## config.mk

```make
export PLATFORM = sky130hd
export DESIGN_NAME = scheduling_delay_queue
export DESIGN_NICKNAME = d
export VERILOG_FILES = /design/src/rtl/scheduling_delay_queue.sv
export SDC_FILE = /design/constraint.sdc
export NUM_CORES = 1
export LEC_CHECK = 0
export ABC_CLOCK_PERIOD_IN_PS = 2800
export BUFFER_PORTS_ARGS = -buffer_cell sky130_fd_sc_hd__buf_4
export CORE_ASPECT_RATIO = 0.6
export CORE_MARGIN = 2
export CORE_UTILIZATION = 58
export DETAILED_ROUTE_END_ITERATION = 10
export PLACE_DENSITY = 0.76
export SKIP_CTS_REPAIR_TIMING = 1
export SLEW_MARGIN = 10
export SYNTH_ARGS = -nofsm -noshare
export SYNTH_HDL_FRONTEND = slang
export SYNTH_SLANG_ARGS = --single-unit
```

## constraint.sdc

```tcl
create_clock -name clk -period 2.8 [get_ports clk]
set_clock_uncertainty 0.1 [all_clocks]
set_input_delay 0.28 -clock clk [delete_from_list [all_inputs] [get_ports clk]]
set_output_delay 0.28 -clock clk [all_outputs]
set_load 0.01 [all_outputs]
```

## src/rtl/scheduling_delay_queue.sv

```systemverilog
`default_nettype none
// ============================================================================
// Module      : scheduling_delay_queue
// Description : FIFO of timed values, each presented on out for LIVE cycles
//               starting DELAY cycles after it was written.
// Revision    : 1.0 - initial release
// ============================================================================
module scheduling_delay_queue #(
    parameter int WIDTH = 32,
    parameter int DELAY = 2,
    parameter int LIVE  = 1,
    parameter int DEPTH = 4
) (
    input  logic             clk,
    input  logic             reset,
    input  logic             write_en,
    input  logic [WIDTH-1:0] in,
    output logic [WIDTH-1:0] out,
    output logic             out_valid,
    output logic             full,
    output logic             err
);
    localparam int c_AGE_W = $clog2(DELAY + LIVE + 1);
    localparam int c_OCC_W = $clog2(DEPTH + 1);
    localparam int c_GAP_W = $clog2(LIVE + 1);
    // Stored age is 0 in the cycle after the write; an entry whose age lies
    // in [c_LIVE_FIRST, c_LIVE_LAST] drives out in the following cycle.
    localparam int c_LIVE_FIRST = DELAY - 2;
    localparam int c_LIVE_LAST  = DELAY + LIVE - 3;
    localparam int c_RETIRE     = DELAY + LIVE - 2;

    logic [WIDTH-1:0]   r_data [DEPTH];
    logic [c_AGE_W-1:0] r_age  [DEPTH];
    logic [c_OCC_W-1:0] r_occ;
    logic [c_GAP_W-1:0] r_gap;
    logic [WIDTH-1:0]   r_out;
    logic               r_out_valid;
    logic               r_err;

    logic [WIDTH-1:0]   w_data_nxt [DEPTH];
    logic [c_AGE_W-1:0] w_age_nxt  [DEPTH];
    logic [c_OCC_W-1:0] w_occ_kept;
    logic [c_OCC_W-1:0] w_occ_nxt;
    logic               w_retire;
    logic               w_too_close;
    logic               w_full;
    logic               w_accept;
    logic               w_reject;
    logic               w_load;
    logic [WIDTH-1:0]   w_load_data;

    always_comb begin
        w_retire    = (r_occ != '0) && (int'(r_age[0]) == c_RETIRE);
        w_too_close = (int'(r_gap) < LIVE);
        w_full      = (int'(r_occ) == DEPTH) && !w_retire;
        w_accept    = write_en && !w_too_close && !w_full;
        w_reject    = write_en && !w_accept;
        w_occ_kept  = w_retire ? r_occ - c_OCC_W'(1) : r_occ;

        // Spacing >= LIVE guarantees at most one entry is due at a time.
        w_load      = 1'b0;
        w_load_data = r_out;
        for (int i = 0; i < DEPTH; i++) begin
            if (i < int'(r_occ) && int'(r_age[i]) >= c_LIVE_FIRST &&
                int'(r_age[i]) <= c_LIVE_LAST) begin
                w_load      = 1'b1;
                w_load_data = r_data[i];
            end
        end
        if (DELAY == 1 && w_accept) begin
            w_load      = 1'b1;
            w_load_data = in;
        end

        for (int i = 0; i < DEPTH; i++) begin
            w_data_nxt[i] = r_data[i];
            w_age_nxt[i]  = (i < int'(r_occ)) ? r_age[i] + c_AGE_W'(1) : '0;
        end
        if (w_retire) begin
            for (int i = 0; i < DEPTH - 1; i++) begin
                w_data_nxt[i] = r_data[i + 1];
                w_age_nxt[i]  = (i + 1 < int'(r_occ)) ? r_age[i + 1] + c_AGE_W'(1) : '0;
            end
            w_age_nxt[DEPTH - 1] = '0;
        end
        if (w_accept) begin
            for (int i = 0; i < DEPTH; i++) begin
                if (i == int'(w_occ_kept)) begin
                    w_data_nxt[i] = in;
                    w_age_nxt[i]  = '0;
                end
            end
        end
        w_occ_nxt = w_occ_kept + c_OCC_W'(w_accept);
    end

    always_ff @(posedge clk or negedge reset) begin
        if (!reset) begin
            for (int i = 0; i < DEPTH; i++) begin
                r_data[i] <= '0;
                r_age[i]  <= '0;
            end
            r_occ       <= '0;
            r_gap       <= c_GAP_W'(LIVE);
            r_out       <= '0;
            r_out_valid <= 1'b0;
            r_err       <= 1'b0;
        end else begin
            for (int i = 0; i < DEPTH; i++) begin
                r_data[i] <= w_data_nxt[i];
                r_age[i]  <= w_age_nxt[i];
            end
            r_occ       <= w_occ_nxt;
            r_out       <= w_load_data;
            r_out_valid <= w_load;
            r_err       <= r_err | w_reject;
            // Cycles since the last accepted write, saturating at LIVE.
            if (w_accept) begin
                r_gap <= c_GAP_W'(1);
            end else if (int'(r_gap) < LIVE) begin
                r_gap <= r_gap + c_GAP_W'(1);
            end
        end
    end

    assign out       = r_out;
    assign out_valid = r_out_valid;
    assign full      = w_full;
    assign err       = r_err;

endmodule
`default_nettype wire

```

==> implementation parameters <==
Parameter                              Value

Logic synthesis
  Post-synthesis instance area ... between 8000 and 9000 µm²
  Number of enable-type register cells in the synthesized netlist ... 0
  Proportion of synthesized flip-flops having asynchronous set or reset ... 1.000
  Number of standard cells after synthesis ... 695
  Mean post-synth cell area ... about 13 µm²
  Sequential-to-total area share from yosys stat ... 0.4958
  Distinct cell type count after synthesis ... 42
  Warning count from the yosys run ... 0
  Synthesis-stage register bit count ... roughly 170
  Dominant register cell in the synthesized netlist ... sky130_fd_sc_hd__dfrtp_1
  Post-synth net total ... approximately 740

Die
  Placeable core region ... 14,630 µm²
  Width of the die ... 162.9 µm
  Die boundary height ... about 99 µm
  Initial standard-cell utilization of the core ... 0.6003
  Die Footprint ... between 15,000 and 20,000 µm²
  Number of core rows ... 34
  Num ports ... 70

Timing
  Highest achievable clock rate ... around 390 MHz
  Transition time at the pin with the least slew margin ... 0.6317 ns
  Post-route worst setup slack ... about 0.21 ns
  Tightest hold margin ... 0.02324 ns
  Final slew viol count ... 0
  Portion of the clock cycle consumed by the worst path in the final layout ... 0.9249
  RSZ-0062 raised after global routing ... false
  Setup violations, final ... 0
  Max-slew headroom ... 0.5788
  Accumulated negative setup slack ... 0 ns
  Final number of hold-violating endpoints ... 0
  Final min period ... about 2.6 ns

Global route
  Initial antenna violation count ... 0
  Largest net degree at the start of global routing ... 65
  First-pass GRT wire length ... between 30 and 40 mm
  Overall global routing resource usage ... 0.2616
  GRT overflow ... 0
  Via count of the first global-routing pass ... around 6,100

Worst setup path
  Reg2reg end ... r_data[108]
  Origin of the worst setup path ... r_age[7]
  Delay contributed by the slowest stage of the critical path ... about 0.44 ns
  R2R depth ... 8
  Cell with the biggest individual delay on the critical path ... sky130_fd_sc_hd__ha_1
  Source of the worst register-to-register timing path ... r_age[7]
  Crit path max fanout ... 35
  Critical path destination ... r_data[108]
  Element type at the critical path end ... register
  Critical Path RT ... around 3 ns
  Critical path launch point type ... register
  Register-to-Register Setup Slack ... between 0.2 and 0.25 ns
  WS Path Type ... reg2reg
  Worst Path Arrival ... 2.77 ns
  Cell-by-cell trace of the critical path ... inv_1 > ha_1 > inv_1 > nor2_4 > buf_12 > buf_12 > mux2_2 > mux2_2

Pwr
  Cell-internal power ... about 9.4 mW
  Maximum VDD drop ... between 0.0007 and 0.0008 V
  Flop pwr share ... 0.315
  Part of the power in the clock network ... 0.180
  Switching part of the total power ... 0.3630
  Standby leakage power ... 4.656 nW
  Share of total power in combinational logic ... 0.505
  Net switching power ... about 5.4 mW
  Pwr/cell area ... ~1400 nW/µm²

Clock tree
  Number of buffers between clock root and the deepest sink ... 2
  CTS tree ... built
  Root buffer cell ... sky130_fd_sc_hd__clkbuf_16
  H-tree levels ... 4
  Cts bufs inserted ... 17
  Clock input transition at the sequential cells of the worst setup and hold paths ... around 0.06 ns
  Later-pin clock latency in the skew report ... approximately 0.4 ns
  Clock Sink Count ... 174

Layout
  Filler instances ... approximately 1,000
  Share of layout cells above drive strength 1 ... 0.4690
  Synth-to-Final Area Change ... 18.16%
  Leading cell types in the layout, fill and taps excluded ... 223 x sky130_fd_sc_hd__mux2_2, 173 x sky130_fd_sc_hd__dfrtp_1, 87 x sky130_fd_sc_hd__buf_4
  Inserted Diodes ... 0
  Count of nets after finishing ... 805
  Leading cell type in the layout, fill and taps excluded ... sky130_fd_sc_hd__mux2_2

Placed design
  Placement Setup Slack ... about 0.25 ns
  Placer Congestion ... roughly 0.81
  DPL Wire Length ... ~13 mm
  Number of I/O port buffers ... 69

Run
  Number of max-capacitance violations reported ... 0

Routing
  Antenna Violating Nets Remaining ... 0
  Detailed-route via count ... a little under 6,000
  Drt pass-1 iters ... 4
  Routed length per instance ... 20.76 µm
  Total Wirelength ... ~20 mm
  Vias per Instance ... roughly 6.1
  DRC violation count after routing ... 0
  DRC marker count from the first detailed-route iteration ... 410

Status
  Outcome ... complete, no violations

Min path
  Class of the tightest hold or removal check ... in2reg
[how the worst min path moves through the flow]
stage,startpoint,end,depth (start not counted)
6_report,in[11],r_data[11],2
3_3_place_gp,reset,r_data[11],1
3_5_place_dp,reset,r_data[43],1
2_1_floorplan,reset,err,0
5_1_grt,in[6],r_data[6],2
4_1_cts,reset,r_data[43],1
[layout make-up]
cell class	count	area, µm²	share of cell area
clock buffers	24	491.7	0.04737
clock inverters	8	176.4	0.01700
inverters	13	48.80	0.004701
multi-input cells	457	4215	0.4061
flip-flops and latches	174	4355	0.4196
well taps	198	247.7	0.02387
repair buffers	98	844.6	0.08136
[per-stage QoR]
step | cells | power (mW) | cell area [µm²] | utilization
2_1_floorplan | 695 | 9.834 | 8785 | -
3_3_place_gp | 938 | 11.60 | 9692 | 0.6623
3_5_place_dp | 938 | 12.06 | 9692 | 0.6623
4_1_cts | 970 | 14.80 | 10360 | 0.7079
5_1_grt | 972 | 15.69 | 10380 | 0.7093
6_report | 972 | 14.79 | 10380 | 0.7093
[synth_stat cells (3+ instances only)]
| library cell | count | area (µm²) |
|---|---|---|
| sky130_fd_sc_hd__inv_1 | 12 | 45.04 |
| sky130_fd_sc_hd__o22ai_1 | 33 | 206.5 |
| sky130_fd_sc_hd__mux2_2 | 223 | 2511 |
| sky130_fd_sc_hd__mux2i_1 | 32 | 320.3 |
| sky130_fd_sc_hd__clkbuf_1 | 18 | 67.56 |
| sky130_fd_sc_hd__o21ai_0 | 33 | 165.2 |
| sky130_fd_sc_hd__dfrtp_1 | 173 | 4329 |
| sky130_fd_sc_hd__nor2b_1 | 34 | 212.7 |
| sky130_fd_sc_hd__buf_4 | 3 | 22.52 |
| sky130_fd_sc_hd__nand2_1 | 8 | 30.03 |
| sky130_fd_sc_hd__a211oi_1 | 37 | 277.8 |
| sky130_fd_sc_hd__buf_2 | 26 | 130.1 |
| sky130_fd_sc_hd__o21ai_1 | 4 | 20.02 |
| sky130_fd_sc_hd__buf_1 | 4 | 15.01 |
| sky130_fd_sc_hd__ha_1 | 9 | 112.6 |
| sky130_fd_sc_hd__nor2_1 | 9 | 33.78 |
| sky130_fd_sc_hd__nand3_1 | 3 | 15.01 |
[power by group through the flow]
stage               registers [mW]  logic [mW]  clock network, mW
CTS                           4.63        7.47               2.69
floorplan                     4.49        5.35                  0
finish                        4.66        7.47               2.66
global placement              4.54        7.06                  0
global route                  4.79        8.08               2.82
detailed placement            4.67        7.39                  0
[logic make-up after synthesis]
| family | share of synthesized area |
|---|---|
| xor+xnor | 0.002992 |
| flops | 0.4958 |
| simple gates | 0.04273 |
| other cells | 0.0004269 |
| fa+ha+maj | 0.01282 |
| buf+inv | 0.03233 |
| mux | 0.3236 |
| compound gates | 0.08931 |
[sequential cells by signal (all words and copies together), names as in the netlist]
| signal | cells |
|---|---|
| err | 1 |
| r_gap | 1 |
| r_age | 8 |
| r_data | 128 |
| r_occ | 3 |
| out | 32 |
| out_valid | 1 |
[metal layers]
layer,vias up,part of all wire,GRT usage
met4,0,0.0095,0.06263
met1,3081,0.48,0.3820
li1,2670,-,-
met3,15,0.037,0.04087
met5,-,0,0
met2,129,0.47,0.4159
[worst max-delay path, delay by kind of cell, from the launching register on]
family / cells / cell delay, ns
DFF: 1 / 0.36
muxes: 2 / 0.62
and+or+nand+nor: 1 / 0.16
adders and majority gates: 1 / 0.44
buffers and inverters: 4 / 0.77
(Power assumes the default switching activity.)
